`src/rtl/axis_upsizer.sv`:
```
// axis_upsizer: packs RATIO narrow AXI-Stream beats into one wide word with backpressure, lane order, tfirst and packet count
module axis_upsizer #(
  parameter int IN_BYTES  = 1,
  parameter int RATIO     = 4,
  parameter int MSB_FIRST = 1,
  parameter int CNT_W     = 32
) (
  input  logic                         clk,
  input  logic                         reset_n,
  input  logic [8*IN_BYTES-1:0]        s_axis_tdata,
  input  logic [IN_BYTES-1:0]          s_axis_tkeep,
  input  logic                         s_axis_tvalid,
  input  logic                         s_axis_tlast,
  output logic                         s_axis_tready,
  output logic [8*IN_BYTES*RATIO-1:0]  m_axis_tdata,
  output logic [IN_BYTES*RATIO-1:0]    m_axis_tkeep,
  output logic                         m_axis_tvalid,
  output logic                         m_axis_tlast,
  output logic                         m_axis_tfirst,
  input  logic                         m_axis_tready,
  output logic [CNT_W-1:0]             pkt_cnt
);
  localparam int DW = 8 * IN_BYTES;
  localparam int OW = DW * RATIO;
  localparam int KW = IN_BYTES * RATIO;
  localparam int LW = $clog2(RATIO);

  logic [LW-1:0]    lane_q, lane_d, lane_l;
  logic [OW-1:0]    acc_data_q, acc_data_d, data_mrg, m_data_q, m_data_d;
  logic [KW-1:0]    acc_keep_q, acc_keep_d, keep_mrg, m_keep_q, m_keep_d;
  logic             first_q, first_d, m_valid_q, m_valid_d, m_last_q, m_last_d, m_first_q, m_first_d;
  logic [CNT_W-1:0] cnt_q, cnt_d;
  logic             accept, done;

  // Merge the incoming beat into its lane and derive the next state of every register.
  // The output register may reload in the same cycle it is handshaken, which gives full rate.
  always_comb begin
    s_axis_tready = ~m_valid_q | m_axis_tready;
    accept        = s_axis_tvalid & s_axis_tready;
    done          = accept & (s_axis_tlast | (lane_q == LW'(RATIO - 1)));
    lane_l        = (MSB_FIRST != 0) ? LW'(RATIO - 1) - lane_q : lane_q;
    data_mrg      = acc_data_q | (OW'(s_axis_tdata) << (DW * lane_l));
    keep_mrg      = acc_keep_q | (KW'(s_axis_tkeep) << (IN_BYTES * lane_l));
    lane_d        = done ? '0 : accept ? lane_q + LW'(1) : lane_q;
    acc_data_d    = done ? '0 : accept ? data_mrg : acc_data_q;
    acc_keep_d    = done ? '0 : accept ? keep_mrg : acc_keep_q;
    first_d       = done ? s_axis_tlast : first_q;
    m_valid_d     = done | (m_valid_q & ~m_axis_tready);
    m_data_d      = done ? data_mrg : m_data_q;
    m_keep_d      = done ? keep_mrg : m_keep_q;
    m_last_d      = done ? s_axis_tlast : m_last_q;
    m_first_d     = done ? first_q : m_first_q;
    cnt_d         = cnt_q + CNT_W'(m_valid_q & m_axis_tready & m_last_q);
  end

  // State registers; reset drops any partial or held word.
  always_ff @(posedge clk or negedge reset_n) begin
    if (!reset_n) begin
      lane_q     <= '0;
      acc_data_q <= '0;
      acc_keep_q <= '0;
      first_q    <= 1'b1;
      m_valid_q  <= 1'b0;
      m_data_q   <= '0;
      m_keep_q   <= '0;
      m_last_q   <= 1'b0;
      m_first_q  <= 1'b0;
      cnt_q      <= '0;
    end else begin
      lane_q     <= lane_d;
      acc_data_q <= acc_data_d;
      acc_keep_q <= acc_keep_d;
      first_q    <= first_d;
      m_valid_q  <= m_valid_d;
      m_data_q   <= m_data_d;
      m_keep_q   <= m_keep_d;
      m_last_q   <= m_last_d;
      m_first_q  <= m_first_d;
      cnt_q      <= cnt_d;
    end
  end

  assign m_axis_tdata  = m_data_q;
  assign m_axis_tkeep  = m_keep_q;
  assign m_axis_tvalid = m_valid_q;
  assign m_axis_tlast  = m_last_q;
  assign m_axis_tfirst = m_first_q;
  assign pkt_cnt       = cnt_q;
endmodule

```
`config.mk`:
```
export PLATFORM = sky130hd
export DESIGN_NAME = axis_upsizer
export DESIGN_NICKNAME = d
export VERILOG_FILES = /design/src/rtl/axis_upsizer.sv
export SDC_FILE = /design/constraint.sdc
export NUM_CORES = 1
export LEC_CHECK = 0
export BUFFER_PORTS_ARGS = -buffer_cell sky130_fd_sc_hd__buf_2
export CAP_MARGIN = 10
export CORE_MARGIN = 1.5
export CORE_UTILIZATION = 50
export CTS_CLUSTER_DIAMETER = 120
export DETAILED_ROUTE_END_ITERATION = 10
export GPL_TIMING_DRIVEN = 0
export PLACE_DENSITY = 0.76
export REMOVE_ABC_BUFFERS = 1
export SKIP_CTS_REPAIR_TIMING = 1
export SLEW_MARGIN = 20
export SYNTH_ARGS = -nofsm -noshare
export SYNTH_HDL_FRONTEND = slang
export SYNTH_SLANG_ARGS = --single-unit
```
`constraint.sdc`:
```
create_clock -name clk -period 3.2 [get_ports clk]
set_input_delay 0.64 -clock clk [delete_from_list [all_inputs] [get_ports clk]]
set_output_delay 0.64 -clock clk [all_outputs]
set_load 0.02 [all_outputs]
```
Word-level counts from Yosys, hierarchy flattened:

Index checks and enable logic that the tools add are counted.

* register bits: 110
* bits in latches: 0
* bits in writable memories: 0
* bits in read-only memories: 0
* output and inout bits: 72
* logic and storage cells: 35
* memories: 0

* add/subtract/negate cells: 3
* multiply operators: 0
* divide/modulo/power cells: 0
* $lt $le $gt $ge: 0
* equality and inequality tests: 1
* shift operators: 2
* muxes and demuxes: 6
* bitwise logic cells: 12
* reductions and logical operators: 1

Operators with widths (count)
* 2-to-1 mux 32 bit: 2
* adder 32 x 1 -> 32 bit: 1
* bitwise OR 32 bit: 1
* left shift 8 x 5 -> 32 bit: 1
* 2-to-1 mux 4 bit: 2
* AND 1 bit: 5
* 2-to-1 mux 2 bit: 2
* bitwise OR 4 bit: 1
* left shift 1 x 2 -> 4 bit: 1
* bitwise OR 1 bit: 3
* adder 2 x 1 -> 2 bit, second input constant: 1
* == test 2 bit, second input constant: 1
* inverter 1 bit: 2
* nonzero test 2 bit: 1
* subtractor 2 bit, first input constant: 1

Depth between registers and ports, before layout:

Gate-level depths: netlist of the first run.

* depth after elaboration: 5
* mapped depth: 7

Worst setup path before layout of the first run:

OpenSTA, ideal clock, no wires.

* path type: input port to flip-flop
* start point: input m_axis_tready
* end point: register cnt_q[26] (netlist: pkt_cnt[26])
* library setup time: 131 ps
* data arrival time: 1945 ps
* data required time: 3069 ps
* setup slack: 1124 ps
* stages on the path: 7
* path buffers: 0
* path through: and3_1 -> ha_1 -> ha_1 -> nand4_1 -> nor4_4 -> nand4_1 -> xnor2_1

* cells in the longest elaborated chain, start to end: 3

RTL lines
* from (decl): line 20 `input logic m_axis_tready,`
* AND 1 bit (2 in series): line 53 `cnt_d = cnt_q + CNT_W'(m_valid_q & m_axis_tready & m_last_q);`
* adder 32 x 1 -> 32 bit: line 53
* named net cnt_d[26]: line 32 `logic [CNT_W-1:0] cnt_q, cnt_d;`
* to (signal assigned): line 79 `cnt_q <= cnt_d;`
* to (decl): line 32

The timed path passes the listed nets, and every way through them passes these cells.
A chain may end at the register's enable or synchronous reset.

Worst setup path in the final report of the first run:

* start point: register m_valid_q (netlist: m_axis_tvalid)
* end point: register cnt_q[28] (netlist: pkt_cnt[28])

* cells in the longest elaborated chain, start to end: 3

RTL lines
* from (decl): line 31 `logic first_q, first_d, m_valid_q, m_valid_d, m_last_q, m_last_d, m_first_q, m_first_d;`
* from (signal assigned): line 74 `m_valid_q <= m_valid_d;`
* AND 1 bit (2 in series): line 53
* adder 32 x 1 -> 32 bit: line 53
* named net cnt_d[28]: line 32

The timed path passes the listed nets, and every way through them passes these cells.

==> flow_metrics.py, run 1 <==
metrics = {
    "sta": {
        "tightest_slew_ns": 1.02,
        "slew_violations": 0,
        "period_share_pct": 66.4,
        "hold_violations": 0,
        "relSlewSlack_pct": 31.9,
        "whs_ns": 0.210,
        "rsz0062_at_grt": "false",
        "post-route-worst-setup-slack_ns": 1.08,
        "fmax_mhz": 471,
        "finalClockSkew_ns": 0.0126,
        "setup_viol": 0,
        "fin_crit_ns": 2.12,
        "tns_ns": 0,
    },
    "synth": {
        "synth-simple-area-share_pct": 17.0,
        "ys_warn_count": 0,
        "synth_ff_type": "dfrtp_1",
        "ys_types": 28,
        "synth_top_family_by_area": "simple AND/OR/NAND/NOR gates",
        "synth_compound_area_share_pct": 12.3,
        "yosys.area_share.xor_xnor_pct": 5.79,
        "muxShareOfSynthArea_pct": 0.248,
        "async_flop_share_pct": 100,
        "synth_adder_area_share_pct": 1.10,
        "syn_avg_cell_area_um2": 10.4,
        "synth_seq_cells": 110,
        "synth_enable_flop_cells": 0,
        "seq_area_frac_synth_pct": 60.7,
        "synthCells": 438,
        "syn_area_um2": 4540,
    },
    "clock_tree": {
        "clk_pin_slew_ns": 0.10,
        "clkLatencyLatePin_ns": 0.36,
        "cts_root_buffer": "clkbuf_8",
        "cts.sinks": 110,
        "cts_tree": "done",
        "cts_buffers": 9,
        "htree_levels": 3,
        "cts_buffer_depth": 2,
    },
    "run_status": {
        "status": "finished, final reports clean",
    },
    "routing": {
        "drc": 0,
        "viasPerCell": 5.55,
        "vias": 3449,
        "drtIter0Drc": 189,
        "wire_per_inst_um": 15.4,
        "dr.pass1.iters": 4,
        "wl_um": 9590,
        "ant_nets": 0,
    },
    "setup_path": {
        "worstPathArrival_ns": 2.38,
        "crit_path_end": "pkt_cnt[28]$_DFF_PN0_",
        "path_class": "reg2reg",
        "worst_setup_path_end_kind": "flop",
        "r2r_start": "m_axis_tvalid$_DFF_PN0_",
        "rr_worst_depth": 7,
        "worst_ep_required_time_ns": 3.45,
        "rrSetupSlack_ns": 1.08,
        "start_kind": "flop",
        "cp_max_fo": 8,
        "setup.worst_path.start": "m_axis_tvalid$_DFF_PN0_",
        "regToRegEndpoint": "pkt_cnt[28]$_DFF_PN0_",
    },
    "global_route": {
        "grt_pass1_vias": 3324,
        "grt-ovfl-total": 0,
        "grt_max_degree": 60,
        "grtUsageTotal_pct": 21.1,
        "antenna_found_initial": 0,
        "grt_first_pass_wirelength_um": 16400,
    },
    "die": {
        "std_cell_rows": 34,
        "start_util_pct": 51.8,
        "coreArea_um2": 8760,
        "io_pins": 86,
        "die_x_um": 98.3,
        "die-area_um2": 9650,
        "die_y_um": 98.3,
    },
    "cells_and_area": {
        "seq_area_um2": 2750,
        "final_core_util_pct": 59.7,
        "fillers": 784,
        "drive_above_1_share_pct": 22.0,
        "layout_common_cells": "dfrtp_1 (109), buf_2 (84), a21oi_1 (72)",
        "multi_input_area_um2": 1660,
        "nets": 527,
        "areaGrowthSynthToFinish_pct": 15.3,
        "final_common_cell": "dfrtp_1",
        "n_antenna_cell": 0,
    },
    "power": {
        "swShare_pct": 35.8,
        "p_int_mw": 2.24,
        "p_switching_mw": 1.25,
        "seq_power_share_pct": 52.9,
        "ir_drop_v": 0.000370,
        "power_frac_comb_pct": 25.2,
        "leakagePower_nw": 2.64,
        "pwr-share-clk_pct": 22.0,
        "power.density_nw_per_um2": 668,
        "power_mw": 3.49,
    },
    "placement": {
        "place_congestion": 0.798,
        "io_buffers": 85,
        "dpl_worst_slack_ns": 0.792,
        "hpwlAfterDp_um": 6610,
    },
    "job": {
        "maxCapViolations": 0,
    },
    "hold_path": {
        "holdCritPathClass": "in2async",
    },
}
[cells by family after synthesis]
logic type      Yosys count
compound gates          110
simple gates            153
xor+xnor                 30
buf+inv                  30
mux                       1
flops                   110
fa+ha+maj                 4
[cell type report]
cell class / count / area share, %
sequential: 110 / 52.6
timing repair buffer: 89 / 9.49
multi-input combinational: 298 / 31.8
tap: 108 / 2.58
inverter: 1 / 0.0717
clock buffer: 9 / 2.37
clock inverter: 7 / 1.08
[power groups by stage]
stage	Clock, mW	Combinational (mW)	Sequential (mW)
finish	0.768	0.879	1.85
global route	0.853	0.974	1.88
CTS	0.800	0.893	1.85
detailed placement	0	0.890	1.87
global placement	0	0.847	1.86
floorplan	0	0.320	2.06
[worst min-delay path by stage]
stage                                startpoint                         to  slack [ns]
after floorplan                         reset_n  acc_data_q[0]$_DFFE_PN0P_        0.34
after global placement    pkt_cnt[31]$_DFF_PN0_      pkt_cnt[31]$_DFF_PN0_        0.45
after detailed placement  pkt_cnt[31]$_DFF_PN0_      pkt_cnt[31]$_DFF_PN0_        0.46
after CTS                               reset_n      pkt_cnt[13]$_DFF_PN0_        0.22
after global routing                    reset_n      pkt_cnt[12]$_DFF_PN0_        0.23
final                                   reset_n      pkt_cnt[13]$_DFF_PN0_        0.21
[stage by stage]
step                      instances  cell area, um2
after floorplan                 409            4410
after detailed placement        606            5050
after global placement          602            4970
after CTS                       622            5230
after global routing            622            5230
final                           622            5230
[layer usage]
layer | GRT usage, % | part of all wire (%) | vias to the layer above
met5 | 0 | 0 | -
met4 | 6.28 | 1.0 | 0
met3 | 3.58 | 5.2 | 9
met2 | 34.7 | 48 | 116
met1 | 28.9 | 46 | 1685
li1 | - | - | 1639
[flip-flops by register name, indices dropped and copies added (netlist names)]
name / flops
acc_data_q: 32
acc_keep_q: 4
first_q: 1
lane_q: 2
m_axis_tdata: 32
m_axis_tfirst: 1
m_axis_tkeep: 4
m_axis_tlast: 1
m_axis_tvalid: 1
pkt_cnt: 32
[synthesized netlist by cell type (3+ instances only)]
| library cell | n | area, um2 |
|---|---|---|
| a21oi_1 | 72 | 360 |
| ha_1 | 4 | 50.1 |
| nand3_1 | 17 | 85.1 |
| buf_2 | 12 | 60.1 |
| o21ai_0 | 36 | 180 |
| clkbuf_1 | 16 | 60.1 |
| and2_1 | 3 | 18.8 |
| nand4_1 | 14 | 87.6 |
| nor2_1 | 46 | 173 |
| nand2_1 | 48 | 180 |
| xor2_1 | 7 | 61.3 |
| xnor2_1 | 23 | 201 |
| dfrtp_1 | 109 | 2730 |
| and3_1 | 11 | 68.8 |
[critical path: stages (launching register included)]
cell and delay, ns:
dfrtp_1 0.41, and3_1 0.21, ha_1 0.22, ha_1 0.25, nand4_1 0.17, nor4_4 0.41
nand4_1 0.20, xnor2_1 0.16
No activity file was read; power rests on OpenSTA's default activity.
==> run 2, diff against run 1 <==
ABC_AREA = 1   (was not set)
PLACE_DENSITY = 0.78   (was 0.76)
clock period = 1.7 ns   (was 3.2 ns; I/O delays follow)
==> run 2 against run 1 <==
Effect of this change:
- the flow now finishes with violations (setup timing)
- first-iteration DRC count rose by 1.1%
- synthesized cell count rose by 31%
- synthesized area rose by 13%
- die area rose by 13%
- wire length rose by 24%
- critical path depth rose by 4
- setup slack got worse by 1.1 ns
- global-route usage rose by 0.24 points
- sequential share of layout area fell by 6.7 points
- sequential power rose by 74%
- clock power rose by 90%
- combinational power rose by 92%
==> flow_metrics.py, run 2 <==
metrics = {
    "routing": {
        "ant_nets": 0,
        "wl_um": 11900,
        "dr.pass1.iters": 4,
        "routed.top_layer": "met4",
        "drtIter0Drc": 191,
        "m1WireLength_um": 5120,
        "drc": 0,
        "wl_met2_um": 5990,
        "met3_wirelength_um": 602,
        "vias": 4165,
        "viasPerCell": 5.20,
        "wire_per_inst_um": 14.8,
    },
    "sta": {
        "finalClockSkew_ns": 0.0111,
        "post-route-worst-setup-slack_ns": -0.0353,
        "slew_violations": 0,
        "fin_crit_ns": 1.74,
        "rsz0062_at_grt": "true",
        "fmax_mhz": 576,
        "whs_ns": 0.268,
        "setup_viol": 7,
        "period_share_pct": 102,
        "hold_violations": 0,
        "tightest_slew_ns": 0.446,
        "relSlewSlack_pct": 70.3,
    },
    "setup_path": {
        "path_class": "reg2reg",
        "start_kind": "flop",
        "r2r_start": "m_axis_tvalid$_DFF_PN0_",
        "worstPathArrival_ns": 2.00,
        "setup.worst_path.start": "m_axis_tvalid$_DFF_PN0_",
        "worst_ep_required_time_ns": 1.96,
        "cp_max_fo": 5,
        "worst_setup_path_end_kind": "flop",
    },
    "clock_tree": {
        "cts_tree": "done",
        "cts_buffers": 9,
        "cts.sinks": 110,
        "htree_levels": 3,
        "clkLatencyLatePin_ns": 0.37,
        "cts_buffer_depth": 2,
        "cts_root_buffer": "clkbuf_8",
        "clk_pin_slew_ns": 0.10,
    },
    "power": {
        "swShare_pct": 35.6,
        "power_frac_comb_pct": 26.5,
        "pwr-share-clk_pct": 23.0,
        "p_int_mw": 4.10,
        "power_mw": 6.36,
        "ir_drop_v": 0.000632,
        "leakagePower_nw": 2.97,
        "seq_power_share_pct": 50.5,
        "power.density_nw_per_um2": 1060,
        "p_switching_mw": 2.26,
    },
    "synth": {
        "synth_area_leaders": "dfrtp_1 (53%), nand2_1 (11%), nor2_1 (5.1%)",
        "synth_most_common_cell": "nand2_1",
        "synth_seq_cells": 110,
        "seq_area_frac_synth_pct": 53.6,
        "ys_types": 28,
        "synth_ff_type": "dfrtp_1",
        "syn_area_um2": 5140,
        "synth_enable_flop_cells": 0,
        "yosys.area.top_type": "dfrtp_1",
        "synth_top_area_share_pct": 53.1,
        "ys_warn_count": 0,
        "async_flop_share_pct": 100,
        "syn_avg_cell_area_um2": 8.96,
        "synthCells": 574,
        "yosys-top-cells-count": "nand2_1 (155), dfrtp_1 (109), nor2_1 (70), inv_1 (52), o21bai_1 (26)",
    },
    "die": {
        "die_x_um": 104,
        "die-area_um2": 10900,
        "std_cell_rows": 36,
        "start_util_pct": 52.1,
        "die_y_um": 104,
        "io_pins": 86,
        "coreArea_um2": 9860,
    },
    "placement": {
        "place_congestion": 0.866,
        "io_buffers": 85,
        "hpwlAfterDp_um": 7390,
        "dp_cells": 771,
    },
    "global_route": {
        "grt_max_degree": 93,
        "grt_first_pass_wirelength_um": 18700,
        "grtUsageTotal_pct": 21.3,
        "grt_pass1_vias": 4066,
        "antenna_found_initial": 0,
        "grt-ovfl-total": 0,
    },
    "run_status": {
        "status": "finished, violations left",
        "violations": "setup timing",
    },
    "cells_and_area": {
        "finalNonFillerCells": 801,
        "fillers": 857,
        "seq_area_um2": 2760,
        "drive_above_1_share_pct": 24.7,
        "multi_input_area_um2": 2070,
        "nets": 681,
        "final_core_util_pct": 60.8,
        "final_common_cell": "nand2_1",
        "n_antenna_cell": 0,
        "areaGrowthSynthToFinish_pct": 16.7,
        "layout_common_cells": "nand2_1 (153), dfrtp_1 (107), buf_2 (84)",
    },
    "job": {
        "maxCapViolations": 0,
    },
    "hold_path": {
        "holdCritPathClass": "in2reg",
        "worstHoldStart": "s_axis_tlast",
    },
}
-- run 2: cell types whose count changed after synthesis, sizes merged, moves of 8 or more --
cell and delta:
nand4 -16, nor2 +35, nand3 -8, clkbuf -14, o21bai +26, o21ai +22
nand2 +111, nor3 +17, a31oi +9, inv +53, xnor2 -19, a21oi -71
and3 -11
-- run 2: final cells by class --
| cell class | count | share of cell area [%] |
|---|---|---|
| clock buffer | 11 | 2.36 |
| clock inverter | 5 | 0.584 |
| inverter | 54 | 3.96 |
| multi-input combinational | 390 | 34.5 |
| sequential | 110 | 46.0 |
| tap | 133 | 2.77 |
| timing repair buffer | 96 | 9.15 |
| timing repair inverter | 2 | 0.688 |
-- run 2: metrics by stage --
stage	setup WS (ns)	TNS, ns	instance area (um2)
2_1_floorplan	-0.290	-13.80	4960
3_3_place_gp	-0.918	-139.75	5550
3_5_place_dp	-0.834	-45.55	5590
4_1_cts	-0.868	-45.93	5760
5_1_grt	-0.170	-1.31	6000
6_report	-0.0353	-0.201	6000
-- run 2: path summary, 6_finish.rpt --
check	end	slack, ns	depth (start not counted)
hold / removal	m_axis_tlast$_DFFE_PN0P_	0.27	3
setup reg to reg	pkt_cnt[24]$_DFF_PN0_	-0.04	11
max in group asynchronous	pkt_cnt[31]$_DFF_PN0_	0.58	3
min in group asynchronous	pkt_cnt[3]$_DFF_PN0_	0.46	2
setup / recovery	pkt_cnt[24]$_DFF_PN0_	-0.04	11
hold reg to reg	m_axis_tkeep[2]$_DFFE_PN0P_	0.49	2
-- run 2: critical path: stages (launching register included) --
cell	delay, ns
dfrtp_1	0.39
nand2_1	0.08
nor2_2	0.13
ha_2	0.21
ha_4	0.15
nand2_4	0.05
nor2_4	0.17
nand2_4	0.11
nor2_4	0.16
nand2_1	0.07
nand2_1	0.05
nand2_1	0.05
-- run 2: logic make-up after synthesis --
family	Yosys count	synth area share [%]
AO/OA/AOI/OAI	94	12.4
XOR/XNOR	15	2.56
adder cells (fa/ha/maj)	4	0.974
buffers and inverters	76	7.52
flip-flops	110	53.6
AND/OR/NAND/NOR	275	23.0
-- run 2: power by group through the flow --
stage,Sequential (mW),Clock (mW),Combinational [mW]
after floorplan,3.54,0,0.697
after global placement,3.25,0,1.49
after detailed placement,3.28,0,1.54
after CTS,3.23,1.50,1.55
after global routing,3.26,1.62,1.86
final,3.21,1.46,1.69
-- run 2: routing by layer --
| layer | global-route usage, % | vias to the layer above |
|---|---|---|
| met4 | 4.86 | 0 |
| met5 | 0 | - |
| met1 | 25.7 | 2044 |
| met3 | 5.51 | 13 |
| li1 | - | 2000 |
| met2 | 38.0 | 108 |
==> run 3, diff against run 2 <==
CELL_PAD_IN_SITES_DETAIL_PLACEMENT = 1   (was not set)
CELL_PAD_IN_SITES_GLOBAL_PLACEMENT = 1   (was not set)
CORE_UTILIZATION = 38   (was 50)
==> run 3 against run 2 <==
Effect of this change:
- the flow still finishes with violations (setup timing)
- core utilization is 14 points lower
- critical endpoint is now pkt_cnt[28]$_DFF_PN0_
- critical path type unchanged
- largest power group unchanged
- largest cell class unchanged
- critical path depth stayed put
- clock power is 45% higher
- first-iteration DRC count is 11% lower
==> flow_metrics.py, run 3 (synthesis results as in run 2) <==
metrics = {
    "run_status": {
        "status": "finished, violations left",
        "violations": "setup timing",
    },
    "cells_and_area": {
        "areaGrowthSynthToFinish_pct": 20.8,
        "layout_common_cells": "nand2_1 (151), dfrtp_1 (107), buf_2 (84)",
        "finalNonFillerCells": 846,
        "fillers": 1589,
        "nets": 683,
        "seq_area_um2": 2760,
        "final_area_um2": 6210,
        "final_core_util_pct": 46.9,
        "multi_input_area_um2": 2070,
        "final_common_cell": "nand2_1",
        "n_antenna_cell": 0,
        "drive_above_1_share_pct": 25.2,
    },
    "hold_path": {
        "holdCritPathClass": "in2reg",
        "worstHoldStart": "m_axis_tready",
        "min_path_cells": 4,
        "hold_end": "m_axis_tvalid$_DFF_PN0_",
    },
    "placement": {
        "dpl_worst_slack_ns": -0.927,
        "hpwlAfterDp_um": 8520,
        "io_buffers": 85,
        "dp_cells": 814,
        "placed_cell_area_um2": 5640,
        "place_congestion": 0.767,
    },
    "setup_path": {
        "worstPathArrival_ns": 2.00,
        "start_kind": "flop",
        "worst_setup_path_end_kind": "flop",
        "rrSetupSlack_ns": -0.05,
        "path_class": "reg2reg",
        "rr_worst_depth": 11,
        "regToRegEndpoint": "pkt_cnt[28]$_DFF_PN0_",
        "worst_ep_required_time_ns": 1.95,
        "r2r_start": "m_axis_tvalid$_DFF_PN0_",
        "cp_max_fo": 4,
    },
    "sta": {
        "period_share_pct": 103,
        "setup_viol": 8,
        "tightest_slew_ns": 0.492,
        "fmax_mhz": 571,
        "fin_crit_ns": 1.75,
        "whs_ns": 0.302,
        "slew_violations": 0,
        "relSlewSlack_pct": 67.2,
        "tns_ns": -0.294,
        "hold_violations": 0,
        "finalClockSkew_ns": 0.0105,
        "rsz0062_at_grt": "true",
        "post-route-worst-setup-slack_ns": -0.0520,
    },
    "power": {
        "leakagePower_nw": 3.05,
        "power_mw": 7.09,
        "ir_drop_v": 0.000517,
        "power.density_nw_per_um2": 1140,
    },
    "global_route": {
        "grtUsageTotal_pct": 18.6,
        "grt_max_degree": 93,
        "antenna_found_initial": 0,
        "grt_pass1_vias": 4325,
        "grt_first_pass_wirelength_um": 21000,
        "grt-ovfl-total": 0,
    },
    "clock_tree": {
        "cts_buffer_depth": 2,
        "cts.sinks": 110,
        "cts_root_buffer": "clkbuf_16",
        "cts_buffers": 9,
        "cts_tree": "done",
        "clk_pin_slew_ns": 0.07,
        "htree_levels": 3,
        "clkLatencyLatePin_ns": 0.35,
    },
    "die": {
        "io_pins": 86,
        "die-area_um2": 14200,
        "die_y_um": 119,
        "coreArea_um2": 13200,
        "start_util_pct": 38.8,
        "std_cell_rows": 42,
        "die_x_um": 119,
    },
    "routing": {
        "dr.pass1.iters": 4,
        "wl_um": 13500,
        "vias": 4224,
        "ant_nets": 0,
        "drc": 0,
        "viasPerCell": 4.99,
        "wire_per_inst_um": 16.0,
        "drtIter0Drc": 170,
    },
    "job": {
        "maxCapViolations": 0,
    },
}
==> run 3: cell types whose count changed in the layout (fill, tap and decap cells not counted), sizes merged <==
cell	change
clkinvlp	-4
clkbuf	+3
buf	+1
bufinv	+1
clkinv	+1
inv	+1
nor2	-1
==> run 3: area by class of cell <==
class,count,share of cell area (%)
multi-input combinational,389,33.4
sequential,110,44.4
clock buffer,13,4.03
tap,176,3.55
inverter,54,3.83
timing repair inverter,3,0.846
clock inverter,3,0.705
timing repair buffer,98,9.19
==> run 3: worst max-delay path by stage <==
stage	startpoint	to	slack, ns	depth (start not counted)
4_1_cts	lane_q[0]$_DFFE_PN0P_	acc_data_q[27]$_DFFE_PN0P_	-0.95	6
3_5_place_dp	lane_q[0]$_DFFE_PN0P_	acc_data_q[24]$_DFFE_PN0P_	-0.93	6
5_1_grt	m_axis_tvalid$_DFF_PN0_	pkt_cnt[20]$_DFF_PN0_	-0.20	11
3_3_place_gp	reset_n	m_axis_tdata[30]$_DFFE_PN0P_	-1.07	1
2_1_floorplan	lane_q[0]$_DFFE_PN0P_	acc_data_q[10]$_DFFE_PN0P_	-0.29	6
6_report	m_axis_tvalid$_DFF_PN0_	pkt_cnt[28]$_DFF_PN0_	-0.05	11
==> run 3: layer usage <==
layer  track usage [%]  share of wire, %  vias to the layer above
met1              23.3                44                     2120
met5                 0                 0                        -
li1                  -                 -                     2001
met2              32.3                50                       81
met3              3.11               3.5                       22
met4              7.14               1.9                        0
==> run 3: where the power goes <==
| part | leakage, nW | switching, mW | internal (mW) |
|---|---|---|---|
| Sequential | 1.48 | 0.234 | 2.97 |
| Clock | 0.144 | 0.937 | 1.19 |
| Combinational | 1.42 | 1.18 | 0.579 |
==> run 3: critical path, stage by stage (launching register included) <==
cell and delay [ns]:
dfrtp_1 0.38, nand2_1 0.08, nor2_2 0.13, ha_2 0.22, ha_4 0.16, nand2_4 0.05, nor2_4 0.17, nand2_4 0.10
nor2_2 0.17, nand2_1 0.07, nand2_1 0.07, nand2_1 0.05
